**config.mk**
```make
export PLATFORM = sky130hd
export DESIGN_NAME = apb_gpio_arbiter
export DESIGN_NICKNAME = d
export VERILOG_FILES = /design/src/rtl/apb_gpio_arbiter.sv
export SDC_FILE = /design/constraint.sdc
export NUM_CORES = 1
export LEC_CHECK = 0
export BUFFER_PORTS_ARGS = -buffer_cell sky130_fd_sc_hd__buf_2
export CAP_MARGIN = 10
export CORE_MARGIN = 2
export CORE_UTILIZATION = 45
export CTS_BUF_LIST = sky130_fd_sc_hd__clkbuf_8
export DETAILED_ROUTE_END_ITERATION = 10
export GPL_ROUTABILITY_DRIVEN = 0
export PLACE_DENSITY = 0.8
export SYNTH_ARGS = -nofsm -noshare
export SYNTH_HDL_FRONTEND = slang
export SYNTH_SLANG_ARGS = --single-unit
```
**constraint.sdc**
```tcl
create_clock -name APB_CLK -period 3.5 [get_ports APB_CLK]
set_input_delay 0.175 -clock APB_CLK [delete_from_list [all_inputs] [get_ports APB_CLK]]
set_output_delay 0.175 -clock APB_CLK [all_outputs]
set_load 0.01 [all_outputs]
```
**src/rtl/apb_gpio_arbiter.sv**
```systemverilog
// Two-client APB master for a shared GPIO slave.
// Round-robin grant in IDLE, SETUP/ACCESS sequencing, wait-state timeout,
// and a one-cycle response pulse back to the client that issued the request.
module apb_gpio_arbiter #(
    parameter int PDATA_SIZE = 32,
    parameter int PADDR_SIZE = 4,
    parameter int NUM_REGS   = 4,
    parameter int TIMEOUT    = 16
) (
    input  logic                    APB_CLK,
    input  logic                    APB_PRESET_n,

    input  logic                    req0_valid,
    input  logic                    req0_write,
    input  logic [PADDR_SIZE-1:0]   req0_addr,
    input  logic [PDATA_SIZE-1:0]   req0_wdata,
    input  logic [PDATA_SIZE/8-1:0] req0_strb,
    output logic                    req0_ready,
    output logic                    rsp0_valid,
    output logic [PDATA_SIZE-1:0]   rsp0_rdata,
    output logic                    rsp0_err,

    input  logic                    req1_valid,
    input  logic                    req1_write,
    input  logic [PADDR_SIZE-1:0]   req1_addr,
    input  logic [PDATA_SIZE-1:0]   req1_wdata,
    input  logic [PDATA_SIZE/8-1:0] req1_strb,
    output logic                    req1_ready,
    output logic                    rsp1_valid,
    output logic [PDATA_SIZE-1:0]   rsp1_rdata,
    output logic                    rsp1_err,

    output logic                    APB_PSEL,
    output logic                    APB_PENABLE,
    output logic [PADDR_SIZE-1:0]   APB_PADDR,
    output logic                    APB_PWRITE,
    output logic [PDATA_SIZE/8-1:0] APB_PSTRB,
    output logic [PDATA_SIZE-1:0]   APB_PWDATA,
    input  logic [PDATA_SIZE-1:0]   APB_PRDATA,
    input  logic                    APB_PREADY,
    input  logic                    APB_PSLVERR
);

    localparam int STRB_W = PDATA_SIZE / 8;
    localparam int CNT_W  = $clog2(TIMEOUT + 1);
    // One extra bit so NUM_REGS == 2**PADDR_SIZE still compares correctly.
    localparam logic [PADDR_SIZE:0] L_NREGS = (PADDR_SIZE + 1)'(NUM_REGS);

    typedef enum logic [1:0] {IDLE, SETUP, ACCESS} state_t;

    // Requests gathered into per-client arrays, index = client id.
    logic [1:0]                 w_req_valid;
    logic [1:0]                 w_req_write;
    logic [1:0][PADDR_SIZE-1:0] w_req_addr;
    logic [1:0][PDATA_SIZE-1:0] w_req_wdata;
    logic [1:0][STRB_W-1:0]     w_req_strb;

    assign w_req_valid = {req1_valid, req0_valid};
    assign w_req_write = {req1_write, req0_write};
    assign w_req_addr  = {req1_addr,  req0_addr};
    assign w_req_wdata = {req1_wdata, req0_wdata};
    assign w_req_strb  = {req1_strb,  req0_strb};

    state_t                  r_state, w_next;
    logic                    r_last;   // id granted most recently
    logic                    r_id;     // id owning the transfer in flight
    logic                    r_write;
    logic [PADDR_SIZE-1:0]   r_addr;
    logic [PDATA_SIZE-1:0]   r_wdata;
    logic [STRB_W-1:0]       r_strb;
    logic [CNT_W-1:0]        r_cnt;

    logic                    w_gnt, w_gnt_id, w_dec_ok;
    logic                    w_done, w_abort;
    logic                    w_rsp_ev, w_rsp_id, w_rsp_err;
    logic [PDATA_SIZE-1:0]   w_rsp_data;

    logic [1:0]                 r_rsp_valid;
    logic [1:0]                 r_rsp_err;
    logic [1:0][PDATA_SIZE-1:0] r_rsp_rdata;

    // Round-robin grant: a lone requester wins, a tie goes to the one not served last.
    always_comb begin
        w_gnt    = 1'b0;
        w_gnt_id = 1'b0;
        if (r_state == IDLE && |w_req_valid) begin
            w_gnt    = 1'b1;
            w_gnt_id = (&w_req_valid) ? ~r_last : w_req_valid[1];
        end
    end

    assign w_dec_ok   = {1'b0, w_req_addr[w_gnt_id]} < L_NREGS;
    assign req0_ready = w_gnt & ~w_gnt_id;
    assign req1_ready = w_gnt &  w_gnt_id;

    // Next-state logic; completion and timeout are decided in ACCESS only.
    always_comb begin
        w_next  = r_state;
        w_done  = 1'b0;
        w_abort = 1'b0;
        case (r_state)
            IDLE:   if (w_gnt && w_dec_ok) w_next = SETUP;
            SETUP:  w_next = ACCESS;
            ACCESS: begin
                if (APB_PREADY) begin
                    w_next = IDLE;
                    w_done = 1'b1;
                end else if (r_cnt == CNT_W'(TIMEOUT - 1)) begin
                    w_next  = IDLE;
                    w_abort = 1'b1;
                end
            end
            default: w_next = IDLE;
        endcase
    end

    // State register.
    always_ff @(posedge APB_CLK or negedge APB_PRESET_n) begin
        if (!APB_PRESET_n) r_state <= IDLE;
        else               r_state <= w_next;
    end

    // Round-robin pointer; reset value makes client 0 win the first tie.
    always_ff @(posedge APB_CLK or negedge APB_PRESET_n) begin
        if (!APB_PRESET_n) r_last <= 1'b1;
        else if (w_gnt)    r_last <= w_gnt_id;
    end

    // Capture the winning request; these registers drive the APB bus directly.
    always_ff @(posedge APB_CLK or negedge APB_PRESET_n) begin
        if (!APB_PRESET_n) begin
            r_id    <= 1'b0;
            r_write <= 1'b0;
            r_addr  <= '0;
            r_wdata <= '0;
            r_strb  <= '0;
        end else if (w_gnt) begin
            r_id    <= w_gnt_id;
            r_write <= w_req_write[w_gnt_id];
            r_addr  <= w_req_addr[w_gnt_id];
            r_wdata <= w_req_wdata[w_gnt_id];
            r_strb  <= w_req_strb[w_gnt_id];
        end
    end

    // Wait-state counter: counts PREADY-low ACCESS cycles, cleared otherwise.
    always_ff @(posedge APB_CLK or negedge APB_PRESET_n) begin
        if (!APB_PRESET_n)
            r_cnt <= '0;
        else if (r_state == ACCESS && !APB_PREADY && !w_abort)
            r_cnt <= r_cnt + CNT_W'(1);
        else
            r_cnt <= '0;
    end

    // A response is due after a decode error, a completion, or a timeout.
    assign w_rsp_ev   = (w_gnt & ~w_dec_ok) | w_done | w_abort;
    assign w_rsp_id   = (r_state == IDLE) ? w_gnt_id : r_id;
    assign w_rsp_err  = w_done ? APB_PSLVERR : 1'b1;
    assign w_rsp_data = (w_done && !r_write) ? APB_PRDATA : '0;

    for (genvar g = 0; g < 2; g++) begin : g_rsp
        // Per-client response: valid pulses one cycle, data/err hold until the next one.
        always_ff @(posedge APB_CLK or negedge APB_PRESET_n) begin
            if (!APB_PRESET_n) begin
                r_rsp_valid[g] <= 1'b0;
                r_rsp_err[g]   <= 1'b0;
                r_rsp_rdata[g] <= '0;
            end else begin
                r_rsp_valid[g] <= w_rsp_ev && (w_rsp_id == 1'(g));
                if (w_rsp_ev && (w_rsp_id == 1'(g))) begin
                    r_rsp_err[g]   <= w_rsp_err;
                    r_rsp_rdata[g] <= w_rsp_data;
                end
            end
        end
    end

    assign rsp0_valid  = r_rsp_valid[0];
    assign rsp0_err    = r_rsp_err[0];
    assign rsp0_rdata  = r_rsp_rdata[0];
    assign rsp1_valid  = r_rsp_valid[1];
    assign rsp1_err    = r_rsp_err[1];
    assign rsp1_rdata  = r_rsp_rdata[1];

    assign APB_PSEL    = (r_state != IDLE);
    assign APB_PENABLE = (r_state == ACCESS);
    assign APB_PADDR   = r_addr;
    assign APB_PWRITE  = r_write;
    assign APB_PWDATA  = r_wdata;
    assign APB_PSTRB   = r_write ? r_strb : '0;

endmodule
```
==> impl_summary.txt <==
----------------------------------------------------
[Clock tree]
  Reg clk slew, reported paths ... approximately 0.07 ns
  Cells resized by post-CTS repair ... 0
  CTS Root Cell ... clkbuf_8
  Latest clock arrival within the worst-skew pair ... 0.42 ns
  Maximum buffer depth of the clock tree ... 2
  Number of H-tree branching levels ... 4
  Clock tree from TritonCTS ... yes
  Clk sink count ... 118
  Num CTS Buffers ... 17

[Place]
  Setup Slack @ Placement ... 1.09 ns
  Post-placement cell area ... 6320 µm²
  PortBufs ... 232
  HPWL after DPL ... 9490 µm

[Floorplan]
  Area of the core ... 10900 µm²
  Number of primary I/O pins ... 233
  Die Outline Area ... 12000 µm²
  Width of the chip ... around 110 µm
  Vertical extent of the die ... 110 µm
  Starting density of the core ... between 40% and 50%
  Number of placement rows ... 38

[Final layout]
  Fraction of layout cells with a size suffix above 1 ... 48.1%
  Number of nets in the layout ... roughly 810
  Filler cells ... 873
  Antenna diode count ... 0
  Non-Filler Cell Area, Final ... 6850 µm²
  Area occupied by multi-input gates ... 1920 µm²
  Flip-flop and latch area ... 2950 µm²
  Layout overhead on the synthesized area ... 36.3%

[Power and ir drop]
  Portion of total power attributed to combinational logic ... 35.2%
  Net Sw Power ... 1640 µW
  Clock group share of total power ... 23.8%
  Switching power as a share of total power ... 34.9%
  Maximum resistive drop on vdd ... about 0.00045 V
  Leakage dissipation ... approximately 0.0038 µW
  Sequential group share of total power ... 41.1%
  Internal power of the cells ... 3060 µW
  Power Dens Cells ... 685 nW/µm²

[Global routing]
  Pin count of the biggest net entering global routing ... 72
  Overall Global Routing Usage ... a little under a quarter
  First-pass GRT wire length ... just over 20000 µm
  Number of antenna violations at the first check in global routing ... 0
  Via count of the first global-routing pass ... 4266
  Global route overflow ... 0

[Timing]
  Worst slew margin relative to its limit ... 41.7%
  Endpoints failing setup ... 0
  Clock tree skew after final layout ... around 0.014 ns
  Summed negative setup slack over all endpoints ... 0 ns
  Least-Margin Pin Slew ... 0.875 ns
  Hold violation total from the final report ... 0
  Slew Viols, Final ... 0
  Maximum achievable frequency ... around 400 MHz
  Shortest clock period the worst path allows after layout ... between 2 and 2.5 ns
  Unrepaired setup endpoints after global routing ... no
  Final critical-path share of the clock period ... a little over two thirds
  Final critical-path setup slack ... roughly 1.0 ns

[Routing]
  Total wire length after detailed routing ... about 13000 µm
  Remaining antenna violation count after routing ... 0
  Total vias in the final route ... roughly 4200
  DRC violations left ... 0
  Iteration-0 DRC count of the detailed router ... 239
  Detailed-router iteration count before antenna repair ... 6
  DR WL/cell ... around 16 µm
  Via density ... a little over 5

[Yosys]
  Synthesis Warnings ... 0
  Synthesized instance count ... 434
  Number of synthesized register bits ... 118
  Post-Synthesis Net Count ... 556
  Cell area after synthesis ... roughly 5000 µm²
  Distinct cell type count after synthesis ... 31
  Most frequently used flop master after synthesis ... dfrtp_1
  Proportion of synthesized flip-flops having asynchronous set or reset ... 100%
  Post-synth EDFFs ... 0
  Syn avg cell area ... 11.6 µm²
  Fraction of the yosys area taken by sequential cells ... 58.8%

[Setup path]
  FF-to-FF setup slack ... around 1.0 ns
  Largest delay contributor family on the critical path ... buffers and inverters
  Max incr delay on CP ... 0.61 ns
  Origin of the critical flop-to-flop path ... r_state[0]
  Critical setup path kind ... reg -> reg
  Worst endpoint required time ... 3.86 ns
  Ordered list of cells on the worst path ... nor2_1 > and2_1 > buf_4 > a222oi_1 > dlygate4sd3_1 > inv_1
  Timing startpoint of the critical path ... r_state[0]
  Number of cells on the critical path ... 6
  Slowest cell on crit path ... dlygate4sd3_1
  Kind of end point of the critical path ... flip-flop
  Critical Path Fanout Max ... 44
  Number of cells on the worst reg-to-reg path ... 6
  Destination of the critical timing path ... APB_PWDATA[27]
  WP buf/inv ... 3
  CP Data Arrival Time ... around 2.8 ns
  Critical Path Start Type ... flip-flop
  Reg-to-reg endpoint ... APB_PWDATA[27]

[Job]
  Max Cap Violations ... 0

[Worst hold path]
  Classification of the worst-slack hold path ... in -> reg

[Outcome]
  Outcome ... finished, final reports clean

----------------------------------------------------
==> state kept, by name, summed over array words and instances (netlist names) <==
register,cells
rsp0_err,1
rsp0_valid,1
APB_PADDR,4
r_state,2
r_strb,4
r_cnt,5
r_id,1
APB_PWDATA,32
r_last,1
APB_PWRITE,1
rsp0_rdata,32
rsp1_valid,1
rsp1_rdata,32
rsp1_err,1
==> power by group through the flow <==
| stage | clock network, µW | registers [µW] | logic [µW] |
|---|---|---|---|
| detailed placement | 0 | 1940 | 1600 |
| global placement | 0 | 1930 | 1550 |
| finish | 1120 | 1930 | 1650 |
| floorplan | 0 | 2080 | 793 |
| global route | 1230 | 1970 | 1820 |
| CTS | 1150 | 1930 | 1660 |
==> placed cells by master, fill, tap and decap left out, types with 5 or more instances in the layout <==
| cell | n |
|---|---|
| buf_2 | 231 |
| dfrtp_1 | 117 |
| mux2_2 | 55 |
| nor2_1 | 41 |
| and2_1 | 37 |
| nand2_1 | 35 |
| o21ai_0 | 35 |
| a21oi_1 | 33 |
| clkbuf_8 | 20 |
| dlygate4sd3_1 | 17 |
| inv_1 | 12 |
| mux2_1 | 11 |
| buf_4 | 10 |
| a222oi_1 | 8 |
| clkinv_2 | 5 |
==> repair_timing <==
| item | in CTS | in global routing |
|---|---|---|
| hold buffers | 17 | 0 |
| endpoints found under the hold margin | 77 | 0 |
| setup buffers | 0 | 0 |
==> area by class of cell <==
class | count | area share (%)
clock buffers | 20 | 4.02
clock inverters | 10 | 1.21
inverters | 11 | 0.603
multi-input cells | 279 | 28.0
flip-flops and latches | 118 | 43.1
well taps | 140 | 2.56
repair buffers | 258 | 20.5
==> how the worst min path moves through the flow <==
stage               cells after the start             end           start  slack, ns
floorplan                               0    APB_PADDR[0]    APB_PRESET_n      -0.12
global placement                        1  rsp1_rdata[24]    APB_PRESET_n       0.33
detailed placement                      1  rsp0_rdata[26]    APB_PRESET_n       0.35
CTS                                     3   APB_PWDATA[3]   req0_wdata[3]      0.001
global route                            3  APB_PWDATA[12]  req0_wdata[12]       0.02
finish                                  3   APB_PWDATA[3]   req0_wdata[3]       0.03
==> cells by family (layout without fill, tap and decap cells) <==
family | Yosys count | count (layout) | share of synthesized area (%)
multiplexers | 69 | 69 | 15.4
XOR/XNOR | 2 | 2 | 0.349
AND/OR/NAND/NOR | 124 | 124 | 11.6
adder cells (fa/ha/maj) | 2 | 2 | 0.498
flip-flops | 118 | 118 | 58.8
AO/OA/AOI/OAI | 82 | 82 | 10.0
buffers and inverters | 37 | 299 | 3.31
==> Yosys cell counts (2+ instances only) <==
cell type | count | area, µm²
ha_1 | 2 | 25.0
a21oi_1 | 33 | 165
mux2i_1 | 3 | 30.0
inv_1 | 11 | 41.3
mux2_1 | 11 | 124
a222oi_1 | 8 | 80.1
nand2_1 | 35 | 131
clkbuf_1 | 16 | 60.1
o21ai_0 | 35 | 175
buf_2 | 4 | 20.0
dfrtp_1 | 117 | 2930
or2_2 | 3 | 18.8
and2_1 | 37 | 231
nor2_1 | 42 | 158
buf_1 | 3 | 11.3
and3_1 | 3 | 18.8
mux2_2 | 55 | 619
buf_6 | 3 | 33.8
==> tightest hold or removal path: stages <==
cell     delay [ns]
buf_2          0.08
nor2_1         0.03
o21ai_0        0.13
==> layer usage <==
metal / part of all wire [%] / GRT usage (%)
met4: 1.8 / 8.77
met2: 50 / 38.3
met5: 0 / 0
met1: 40 / 26.9
met3: 8.6 / 7.65
==> stage by stage <==
stage / util [%] / power [µW] / instances / hold WS, ns
6_report: 62.9 / 4690 / 836 / 0.0285
4_1_cts: 62.9 / 4740 / 836 / 0.000991
3_3_place_gp: 58.0 / 3480 / 789 / 0.330
5_1_grt: 62.9 / 5020 / 836 / 0.0165
2_1_floorplan: - / 2870 / 434 / -0.121
3_5_place_dp: 58.0 / 3540 / 789 / 0.348
Note: power is estimated with default switching activity, not from simulation.
